<file path="src/rtl/sram_fifo_pkg.sv">
// Shared constants and helpers for the SRAM-backed first-word-fall-through FIFO.
package sram_fifo_pkg;

    localparam int unsigned OBUF_DEPTH        = 2;
    localparam int unsigned SRAM_READ_LATENCY = 1;

    // Words can sit in the SRAM, in the read pipeline and in the output buffer.
    function automatic int unsigned count_width(input int unsigned depth);
        return $clog2(depth + SRAM_READ_LATENCY + OBUF_DEPTH);
    endfunction

endpackage

</file>
<file path="src/rtl/dual_port_sram.sv">
// Simple dual-port SRAM: one write port, one read port, registered read data (1-cycle latency).
module dual_port_sram #(
    parameter int unsigned WIDTH = 32,
    parameter int unsigned DEPTH = 16
) (
    input  logic                     clk,
    input  logic                     chip_select,
    input  logic                     write_enable,
    input  logic                     output_enable,
    input  logic [$clog2(DEPTH)-1:0] write_address,
    input  logic [$clog2(DEPTH)-1:0] read_address,
    input  logic [WIDTH-1:0]         write_data,
    output logic [WIDTH-1:0]         read_data
);

    logic [WIDTH-1:0] mem_q [DEPTH];
    logic [WIDTH-1:0] rdata_q;

    always_ff @(posedge clk) begin
        if (chip_select && write_enable) begin
            mem_q[write_address] <= write_data;
        end
        if (chip_select && output_enable) begin
            rdata_q <= mem_q[read_address];
        end
    end

    assign read_data = rdata_q;

endmodule

</file>
<file path="src/rtl/sram_fifo.sv">
// First-word-fall-through FIFO on dual_port_sram; a 2-entry output buffer hides the read latency.
module sram_fifo
    import sram_fifo_pkg::*;
#(
    parameter int unsigned WIDTH = 32,
    parameter int unsigned DEPTH = 16
) (
    input  logic                          clk,
    input  logic                          rst,
    input  logic [WIDTH-1:0]              in_data,
    input  logic                          in_valid,
    output logic                          in_ready,
    output logic [WIDTH-1:0]              out_data,
    output logic                          out_valid,
    input  logic                          out_ready,
    output logic [count_width(DEPTH)-1:0] count
);

    localparam int unsigned AW = $clog2(DEPTH);
    localparam int unsigned SW = $clog2(DEPTH + 1);
    localparam int unsigned CW = count_width(DEPTH);

    logic [AW-1:0]    wptr_q, wptr_d, rptr_q, rptr_d;
    logic [SW-1:0]    sram_count_q, sram_count_d;
    logic             inflight_q, inflight_d;
    logic [1:0]       obuf_count_q, obuf_count_d, obuf_occ;
    logic [WIDTH-1:0] obuf_q [OBUF_DEPTH];
    logic [WIDTH-1:0] obuf_d [OBUF_DEPTH];
    logic             in_ready_q, in_ready_d;
    logic             out_valid_q, out_valid_d;
    logic [CW-1:0]    count_q, count_d;
    logic             push, pop, issue;
    logic [WIDTH-1:0] rdata;

    always_comb begin
        push = in_valid && in_ready_q;
        pop  = out_valid_q && out_ready;
        // Counting the slot freed by this cycle's pop keeps one word per cycle flowing.
        obuf_occ = obuf_count_q + {1'b0, inflight_q} - {1'b0, pop};
        issue    = (sram_count_q != '0) && (obuf_occ < 2'(OBUF_DEPTH));

        wptr_d     = push  ? wptr_q + AW'(1) : wptr_q;
        rptr_d     = issue ? rptr_q + AW'(1) : rptr_q;
        inflight_d = issue;

        sram_count_d = sram_count_q;
        if (push && !issue) begin
            sram_count_d = sram_count_q + SW'(1);
        end else if (!push && issue) begin
            sram_count_d = sram_count_q - SW'(1);
        end

        obuf_d       = obuf_q;
        obuf_count_d = obuf_count_q;
        if (pop) begin
            obuf_d[0]    = obuf_q[1];
            obuf_count_d = obuf_count_d - 2'd1;
        end
        if (inflight_q) begin
            obuf_d[obuf_count_d[0]] = rdata;
            obuf_count_d            = obuf_count_d + 2'd1;
        end

        out_valid_d = (obuf_count_d != 2'd0);
        in_ready_d  = (sram_count_d < SW'(DEPTH));
        count_d     = CW'(sram_count_d) + CW'(inflight_d) + CW'(obuf_count_d);
    end

    always_ff @(posedge clk or posedge rst) begin
        if (rst) begin
            wptr_q       <= '0;
            rptr_q       <= '0;
            sram_count_q <= '0;
            inflight_q   <= 1'b0;
            obuf_count_q <= 2'd0;
            obuf_q       <= '{default: '0};
            in_ready_q   <= 1'b0;
            out_valid_q  <= 1'b0;
            count_q      <= '0;
        end else begin
            wptr_q       <= wptr_d;
            rptr_q       <= rptr_d;
            sram_count_q <= sram_count_d;
            inflight_q   <= inflight_d;
            obuf_count_q <= obuf_count_d;
            obuf_q       <= obuf_d;
            in_ready_q   <= in_ready_d;
            out_valid_q  <= out_valid_d;
            count_q      <= count_d;
        end
    end

    dual_port_sram #(
        .WIDTH(WIDTH),
        .DEPTH(DEPTH)
    ) u_sram (
        .clk          (clk),
        .chip_select  (push | issue),
        .write_enable (push),
        .output_enable(issue),
        .write_address(wptr_q),
        .read_address (rptr_q),
        .write_data   (in_data),
        .read_data    (rdata)
    );

    assign in_ready  = in_ready_q;
    assign out_valid = out_valid_q;
    assign out_data  = obuf_q[0];
    assign count     = count_q;

endmodule

</file>
<file path="config.mk">
export PLATFORM = sky130hd
export DESIGN_NAME = sram_fifo
export DESIGN_NICKNAME = d
export VERILOG_FILES = /design/src/rtl/sram_fifo_pkg.sv /design/src/rtl/dual_port_sram.sv /design/src/rtl/sram_fifo.sv
export SDC_FILE = /design/constraint.sdc
export NUM_CORES = 1
export LEC_CHECK = 0
export BUFFER_PORTS_ARGS = -buffer_cell sky130_fd_sc_hd__buf_2
export CAP_MARGIN = 40
export CORE_MARGIN = 10
export CORE_UTILIZATION = 35
export CTS_CLUSTER_SIZE = 20
export DETAILED_ROUTE_END_ITERATION = 10
export PLACE_DENSITY = 0.46
export SLEW_MARGIN = 20
export SYNTH_ARGS = -nofsm -noshare
export SYNTH_HDL_FRONTEND = slang
export SYNTH_HIERARCHICAL = 1
export SYNTH_SLANG_ARGS = --single-unit
</file>
<file path="constraint.sdc">
create_clock -name clk -period 6.4 [get_ports clk]
set_input_delay 0.32 -clock clk [delete_from_list [all_inputs] [get_ports clk]]
set_output_delay 0.32 -clock clk [all_outputs]
set_load 0.02 [all_outputs]
</file>
# Yosys cells after proc, flatten, opt, wreduce, memory -nomap -nowiden
# Memory sizes are Yosys's and may differ from the RTL's. A register that Yosys moved wholly into a read port is not among the register bits.
# Cells that the tools add are included.
[word_totals]
reg_bits = 87
mem_count = 1
output_inout_bits = 39
wordCells = 50
mem_bits_rw = 512
input_bits = 36
[memory_table]
columns = ["memory", "depth", "width", "rd", "rd_ports_with_merged_regs", "write_ports", "line", "text"]
rows = [
  ["u_sram.mem_q", 16, 32, 1, 1, 1, "dual_port_sram.sv:16", "logic [WIDTH-1:0] mem_q [DEPTH];"],
]
[classes]
n_mux = 11
n_lt_le_gt_ge = 4
n_reduce_logical = 12
bitwise_logic = 2
addsub = 10
[ops]
columns = ["cell", "count"]
rows = [
  ["$bwmux W64", 1],
  ["$mux W32", 2],
  ["$mux W64", 1],
  ["$demux W32 S1", 1],
  ["$mux W5", 2],
  ["$add A4 B1 Y4 const B", 2],
  ["$logic_and A1 B1 Y1", 8],
  ["$add A5 B1 Y5", 1],
  ["$add A5 B1 Y5 const B", 1],
  ["$add A5 B2 Y5", 1],
  ["$lt A5 B5 Y1 const B", 1],
  ["$reduce_bool A5 Y1", 1],
  ["$sub A5 B1 Y5 const B", 1],
  ["$mux W2", 2],
  ["$add A2 B1 Y2", 1],
  ["$add A2 B1 Y2 const B", 1],
  ["$ge A2 B2 Y1 const B", 1],
  ["$logic_not A1 Y1", 2],
  ["$lt A2 B1 Y1 const B", 1],
  ["$lt A2 B2 Y1 const B", 1],
  ["$mux W1", 2],
  ["$not A1 Y2", 1],
  ["$reduce_bool A2 Y1", 1],
  ["$sub A2 B1 Y2", 1],
  ["other kinds (2)", 2],
]

# Logic depth before layout (Yosys ltp)
# Gate-level depths: netlist of run 1.
[depth]
word_depth = 9
depth_mapped = 16
ltp_nobuf = 15

# Modules after synthesis
# Netlist of run 1, hierarchy kept.
[modules_own_cells]
columns = ["module", "cells_per_inst", "area_per_inst_um2", "seq_area_each_um2", "n_inst"]
rows = [
  ["dual_port_sram", 840, 20164.3, 16335.7, 1],
  ["sram_fifo", 343, 4038.9, 2177.1, 1],
]

# Worst setup path after synthesis of run 1
# Ideal clock, no wire load.
[synth_path]
kind = "register to register"
from = "register out_valid_q, in the netlist out_valid"
to = "memory u_sram.mem_q[0][0], enable pin"
required_ns = 5.939
slack_ns = 1.448
setup_time_ns = 0.461
path_buffers = 1
arrival_time_ns = 4.491
period_less_slack_ns = 4.952
path_stages_with_launch = 13
cell_sequence = "dfrtp_1 nand2_1 nand2_1 nand2_1 ha_1 buf_2 xnor2_2 xnor2_2 nand2_4 nand2_1 nand2_1 or3_1 nor3_1"
[synth_between]
elab_chain_cells = 8
[synth_rtl]
columns = ["item", "line", "text"]
rows = [
  ["from (decl)", "sram_fifo.sv:30", "logic out_valid_q, out_valid_d;"],
  ["from (signal assigned)", "sram_fifo.sv:88", "out_valid_q <= out_valid_d;"],
  ["$logic_and A1 B1 Y1", "sram_fifo.sv:37", "pop = out_valid_q && out_ready;"],
  ["$sub A2 B1 Y2", "sram_fifo.sv:39", "obuf_occ = obuf_count_q + {1'b0, inflight_q} - {1'b0, pop};"],
  ["$lt A2 B2 Y1", "sram_fifo.sv:40", "issue = (sram_count_q != '0) && (obuf_occ < 2'(OBUF_DEPTH));"],
  ["$logic_and A1 B1 Y1", "sram_fifo.sv:40", ""],
  ["$or A1 B1 Y1", "sram_fifo.sv:98", ".chip_select (push | issue),"],
  ["$logic_and A1 B1 Y1", "dual_port_sram.sv:20", "if (chip_select && write_enable) begin"],
  ["$mux W1", "dual_port_sram.sv:20", ""],
  ["$mux W1 (not written as such)", "dual_port_sram.sv:21", "mem_q[write_address] <= write_data;"],
  ["to (decl)", "dual_port_sram.sv:16", ""],
]
# No other way between the ends.

# Final worst setup path of run 1
[layout_path]
from = "register out_valid_q, in the netlist out_valid"
to = "memory u_sram.mem_q[12][31], enable pin"
# Same word-level chain as after synthesis.

==> flow_summary_export.csv, run 1 <==
group,metric,value,unit
critical_path,arrival,4.49,ns
logic_synthesis,synth_async_sr_flop_share,0.138,
global_route,grt_usage,0.146,
global_route,grt_max_degree,85,
timing,slew_headroom,0.470,
logic_synthesis,seq_area_frac_synth,0.765,
timing,post-route-min-period,4.26,ns
cts,clock_path_buffers,3,
placement,port_buffers,74,
pwr,p_comb_frac,0.309,
floorplan,coreArea,68600,µm²
floorplan,start_util,0.353,
logic_synthesis,ys.flop_type,"edfxtp_1",
finish,final_common_cell,"edfxtp_1",
global_route,grt_pass1_vias,11500,
pwr,intPower,0.00928,W
pwr,clkPwrFrac,0.282,
global_route,antenna_found_initial,4,
status,status,"complete, no violations",
cts,cts.htree.levels,3,
pwr,p_total,0.0138,W
cts,clk_pin_slew_worst_paths,0.06,ns
pwr,p_leak,9.43,nW
min_path,worstHoldPathType,"in2reg",
timing,finalCritPeriodShare,0.666,
placement,gp_congestion,0.735,
cts,cts_tree,"done",
logic_synthesis,ys_warn_count,6,
finish,syn_to_final_growth,16.6,%
logic_synthesis,synth_area,24200,µm²
logic_synthesis,synth.distinct_cells,43,
critical_path,cp-start-kind,"flip-flop",
detailed_routing,vias,11300,
timing,skew,0.0236,ns
timing,final.setup.tns,0,ns
detailed_routing,viasPerCell,5.01,
logic_synthesis,syn-instance-count,1183,
floorplan,die_w,283,µm
timing,whs,0.147,ns
logic_synthesis,ys_ff_latch,631,
detailed_routing,drt_iter0_drc,994,
timing,setup_violations,0,
cts,clkSinkCount,631,
critical_path,critical_path_required,6.63,ns
logic_synthesis,synth-edff-count,544,
detailed_routing,route.detailed.drc,0,
logic_synthesis,avgSynthCellArea,20.5,µm²
timing,fmaxAchievable,235,MHz
cts,insertion_delay,0.60,ns
pwr,p_seq_frac,0.409,
critical_path,critPathCaptureType,"flip-flop",
critical_path,path_max_fanout,34,
timing,hold_violations,0,
global_route,grt_pass1_wl,85900,µm
finish,final_cell_mix,"edfxtp_1, mux4_2, dfrtp_1, buf_2, clkbuf_16",
timing,worstMarginPinSlew,0.796,ns
pwr,switchingPower,0.00450,W
placement,dpl.hpwl,38000,µm
detailed_routing,avgRoutedWirePerCell,26.3,µm
floorplan,die_y,283,µm
pwr,p_sw_frac,0.326,
placement,placed_cells,2129,
timing,slew_violations,0,
floorplan,io_pins,75,
pwr,p_per_area,488,nW/µm²
global_route,gr-total-overflow,0,
pwr,ir_drop,0.247,mV
finish,num-nets-final,1317,
logic_synthesis,syn_nets,1228,
detailed_routing,drt-total-wl,59500,µm
critical_path,crit_type,"reg2reg",
timing,rsz0062_at_grt,"false",
finish,finalNonFillerCells,2260,
cts,cts_resized,0,
flow_run,maxCapViolations,0,
floorplan,die_area,80100,µm²
finish,drive_above_1_share,0.300,
cts,cts_buffers,70,
cts,ctsRootBufferMaster,"clkbuf_16",
detailed_routing,antenna_left,0,
floorplan,rows,96,
detailed_routing,first_pass_iters,5,
-- metrics by stage --
stage | cell area (µm²) | setup WS [ns] | util
final | 28200 | 2.14 | 0.411
after global routing | 28200 | 1.84 | 0.411
after CTS | 28200 | 2.07 | 0.411
after detailed placement | 26000 | 2.08 | 0.379
after global placement | 25500 | 1.96 | 0.372
after floorplan | 24200 | 1.45 | -
-- cells by family after synthesis --
| group | synth area share |
|---|---|
| DFF | 0.765 |
| muxes | 0.148 |
| and+or+nand+nor | 0.0233 |
| AOI/OAI and AO/OA | 0.0295 |
| buffers and inverters | 0.0226 |
| xor gates and xnor gates | 0.00605 |
| adders and majority gates | 0.00569 |
-- worst max-delay path: stages (launching register included) --
cell and delay (ns):
dfrtp_1 0.40, nand2_2 0.07, buf_4 0.49, nand2_1 0.18
nand2_1 0.11, ha_2 0.21, xnor2_2 0.09, xnor2_2 0.36
nand2_4 0.17, nand2_1 0.30, nand4_1 0.41, nor3_2 0.59
buf_4 0.50
-- repair_timing --
action / 4_1_cts / 5_1_grt
setup buffers: 0 / 0
hold buffers: 1 / 0
hold endpoints to repair: 34 / 0
-- layout make-up --
class	instances	area [µm²]
diodes	1	2.50
well taps	931	1160
multi-input cells	452	5290
flip-flops and latches	631	18500
inverters	11	46.3
clock buffers	92	1940
fillers	6016	40400
repair buffers	106	971
clock inverters	36	284
-- routing by layer --
layer	GRT usage	wire length, µm	share of wire	vias to the layer above
li1	-	-	-	4936
met1	0.201	26900	0.45	6058
met2	0.233	28500	0.48	258
met3	0.0293	2590	0.043	79
met4	0.0447	1510	0.025	2
met5	0	13	0.00022	-
-- power by group through the flow --
stage | Combinational [W] | Sequential [W] | Clock (W)
floorplan | 0.00292 | 0.00557 | 0
global placement | 0.00417 | 0.00573 | 0
detailed placement | 0.00434 | 0.00574 | 0
CTS | 0.00434 | 0.00566 | 0.00399
global route | 0.00462 | 0.00571 | 0.00417
finish | 0.00426 | 0.00564 | 0.00388
-- synthesized netlist by cell type, drive strengths merged, types with 3 or more instances --
library cell | number | share of area
a21oi | 32 | 0.0066
a22oi | 64 | 0.020
buf | 66 | 0.017
clkbuf | 23 | 0.0036
dfrtp | 87 | 0.090
edfxtp | 544 | 0.67
ha | 7 | 0.0036
inv | 10 | 0.0017
mux2 | 32 | 0.015
mux2i | 34 | 0.014
mux4 | 128 | 0.12
nand2 | 51 | 0.0082
nand2b | 3 | 0.00078
nand3 | 6 | 0.0014
nand4 | 4 | 0.0010
nor2 | 47 | 0.0073
nor3 | 6 | 0.0012
o21ai | 3 | 0.00062
xnor2 | 12 | 0.0050
xor2 | 3 | 0.0011
-- state kept, by name, indices dropped and copies added (netlist names), named ones only --
name / cells
u_sram/read_data: 32
rptr_q: 4
out_valid: 1
in_ready: 1
obuf_count_q: 2
inflight_q: 1
u_sram/mem_q: 512
out_data: 32
sram_count_q: 5
count: 5
wptr_q: 4
-- worst paths after layout --
path | start | endpoint | slack, ns | depth (start not counted)
max | out_valid | u_sram/mem_q[12][31] | 2.14 | 12
min | in_data[18] | u_sram/mem_q[13][18] | 0.15 | 1
max reg2reg | out_valid | u_sram/mem_q[12][31] | 2.14 | 12
min reg2reg | u_sram/read_data[17] | flip-flop | 0.51 | 1
max in group asynchronous | rst | rptr_q[1] | 4.98 | 4
min in group asynchronous | rst | out_data[18] | 0.31 | 3
Power figures use the tool's default switching activity.
==> run 2: changes to the inputs <==
--- a/config.mk
+++ b/config.mk
@@ -11,7 +11,7 @@
 export CORE_UTILIZATION = 35
 export CTS_CLUSTER_SIZE = 20
 export DETAILED_ROUTE_END_ITERATION = 10
-export PLACE_DENSITY = 0.46
+export PLACE_DENSITY = 0.48
 export SLEW_MARGIN = 20
 export SYNTH_ARGS = -nofsm -noshare
 export SYNTH_HDL_FRONTEND = slang
==> constraint.sdc (replaced) <==
create_clock -name clk -period 3.7 [get_ports clk]
set_input_delay 0.185 -clock clk [delete_from_list [all_inputs] [get_ports clk]]
set_output_delay 0.185 -clock clk [all_outputs]
set_load 0.02 [all_outputs]
==> run 2 against run 1 <==
Effect of this change:
- routed wire length shrank 11%
- final cell count increased by 1.2%
- highest routed layer is now met4
- worst setup slack lost 1.9 ns
- critical path depth decreased by 2
- flip-flop and latch count did not move
- clock power rose by 65%
==> flow_summary_export.csv, run 2 (same netlist as run 1, synthesis figures left out) <==
group,metric,value,unit
detailed_routing,viasPerCell,4.97,
critical_path,critPathCaptureType,"flip-flop",
floorplan,start_util,0.353,
cts,cts_resized,0,
min_path,hold_path_depth,1,
timing,slew_violations,0,
pwr,p_leak,9.53,nW
cts,post_cts_buffers,0,
critical_path,reg2reg_depth,10,
detailed_routing,antenna_left,0,
pwr,intPower,0.0159,W
critical_path,path_buf_inv,1,
finish,drive_above_1_share,0.297,
finish,final_common_cell,"edfxtp_1",
floorplan,rows,96,
min_path,worstHoldPathType,"in2reg",
cts,cts_buffers,66,
placement,pre_cts_ws,0.252,ns
cts,clkSinkCount,631,
detailed_routing,route.detailed.drc,0,
timing,setup_violations,0,
critical_path,critPathMaxStageDelay,0.51,ns
status,status,"complete, no violations",
detailed_routing,drt_iter0_drc,751,
critical_path,rr_startpoint,"obuf_count_q[0]",
floorplan,coreArea,68600,µm²
finish,regMostFlops,"u_sram/mem_q",
timing,slew_headroom,0.417,
cts,cts.htree.levels,3,
cts,ctsRootBufferMaster,"clkbuf_16",
placement,placed_cells,2140,
critical_path,critical_path_required,3.99,ns
global_route,gr-total-overflow,0,
pwr,p_seq_frac,0.420,
critical_path,critPathCapture,"u_sram/mem_q[13][7]",
pwr,switchingPower,0.00741,W
timing,whs,0.0281,ns
critical_path,cp-start-kind,"flip-flop",
cts,clk_pin_slew_worst_paths,0.06,ns
floorplan,die_w,283,µm
finish,nFillCells,6032,
placement,dpl.hpwl,33700,µm
global_route,antenna_found_initial,1,
global_route,grt_usage,0.134,
cts,clock_path_buffers,3,
timing,final.setup.tns,0,ns
pwr,p_comb_frac,0.304,
finish,finalNonFillerCells,2286,
finish,syn_to_final_growth,17.4,%
cts,cts_tree,"done",
cts,insertion_delay,0.60,ns
cts,cts.hold.buffers_added,29,
global_route,grt_pass1_wl,81200,µm
timing,rsz0062_at_grt,"false",
finish,num-nets-final,1353,
critical_path,arrival,3.71,ns
critical_path,cp.depth,10,
timing,skew,0.0206,ns
detailed_routing,drt-total-wl,53200,µm
finish,final_cell_mix,"edfxtp_1, mux4_2, dfrtp_1, buf_2, clkbuf_16",
placement,gp_congestion,0.726,
detailed_routing,first_pass_iters,4,
global_route,grt_pass1_vias,12000,
timing,finalWorstSetupSlack,0.277,ns
floorplan,die_y,283,µm
critical_path,path_cells,"nand3b_1 > nand2_1 > ha_2 > xnor2_2 > xnor2_2 > nand2_4 > nand2_1 > nand4_1 > nor2_4 > buf_12",
pwr,ir_drop,0.454,mV
finish,n_antenna_cell,0,
detailed_routing,avgRoutedWirePerCell,23.3,µm
critical_path,crit_start,"obuf_count_q[0]",
critical_path,rrSetupSlack,0.28,ns
critical_path,r2r-end,"u_sram/mem_q[13][7]",
timing,finalCritPeriodShare,0.925,
pwr,clkPwrFrac,0.276,
floorplan,die_area,80100,µm²
timing,hold_violations,0,
critical_path,cp_top_family,"simple AND/OR/NAND/NOR gates",
timing,worstMarginPinSlew,0.875,ns
critical_path,crit_type,"reg2reg",
pwr,p_sw_frac,0.318,
global_route,grt_max_degree,56,
detailed_routing,vias,11400,
critical_path,critPathSlowestCell,"nand4_1",
placement,port_buffers,74,
floorplan,io_pins,75,
timing,fmaxAchievable,292,MHz
timing,post-route-min-period,3.42,ns
pwr,p_per_area,820,nW/µm²
finish,largest_reg_flops,512,
flow_run,maxCapViolations,0,
critical_path,path_max_fanout,24,
## run 2: cell count changes in the layout (fill, tap and decap cells not counted), moves of 4 or more
cell / delta
dlygate4sd3_1: +28
clkbuf_16: -6
nor3_2: -4
buf_4: +10
buf_16: -10
nor3_4: +4
buf_12: +12
## run 2: worst reg2reg max path, cell delays in order, from the launching register on
cell and delay [ns]:
dfrtp_1 0.38, nand3b_1 0.27, nand2_1 0.13, ha_2 0.20, xnor2_2 0.08, xnor2_2 0.36
nand2_4 0.18, nand2_1 0.24, nand4_1 0.51, nor2_4 0.48, buf_12 0.25
## run 2: power groups by stage
stage / sequential [W] / combinational, W / clock (W)
after floorplan: 0.00965 / 0.00507 / 0
after global placement: 0.00993 / 0.00700 / 0
after detailed placement: 0.00996 / 0.00713 / 0
after CTS: 0.00982 / 0.00716 / 0.00662
after global routing: 0.00993 / 0.00776 / 0.00691
final: 0.00978 / 0.00709 / 0.00642
## run 2: worst min path at each step
stage	startpoint	slack, ns	to
6_report	in_data[14]	0.03	u_sram/mem_q[9][14]
5_1_grt	rst	0.03	out_data[3]
4_1_cts	rst	0.0005	out_data[2]
3_5_place_dp	rst	0.11	out_data[2]
3_3_place_gp	rst	0.40	out_data[4]
2_1_floorplan	in_data[0]	0.28	u_sram/mem_q[0][0]
## run 2: layout make-up
| type | count | area (µm²) | area share |
|---|---|---|---|
| repair buffers | 146 | 1290 | 0.0454 |
| inverters | 11 | 46.3 | 0.00163 |
| flip-flops and latches | 631 | 18500 | 0.652 |
| clock inverters | 32 | 309 | 0.0109 |
| clock buffers | 83 | 1780 | 0.0625 |
| multi-input cells | 452 | 5310 | 0.187 |
| well taps | 931 | 1160 | 0.0410 |
## run 2: metrics by stage
step                utilization  total power, W  instance area (µm²)
global placement          0.378          0.0169                25900
CTS                       0.414          0.0236                28400
floorplan                     -          0.0147                24300
finish                    0.414          0.0233                28400
global route              0.414          0.0246                28400
detailed placement        0.379          0.0171                26000
## run 2: metal layers
metal  track usage  part of all wire
met1         0.201              0.49
met2         0.195              0.45
met3        0.0234             0.050
met4        0.0408             0.016
met5             0                 0
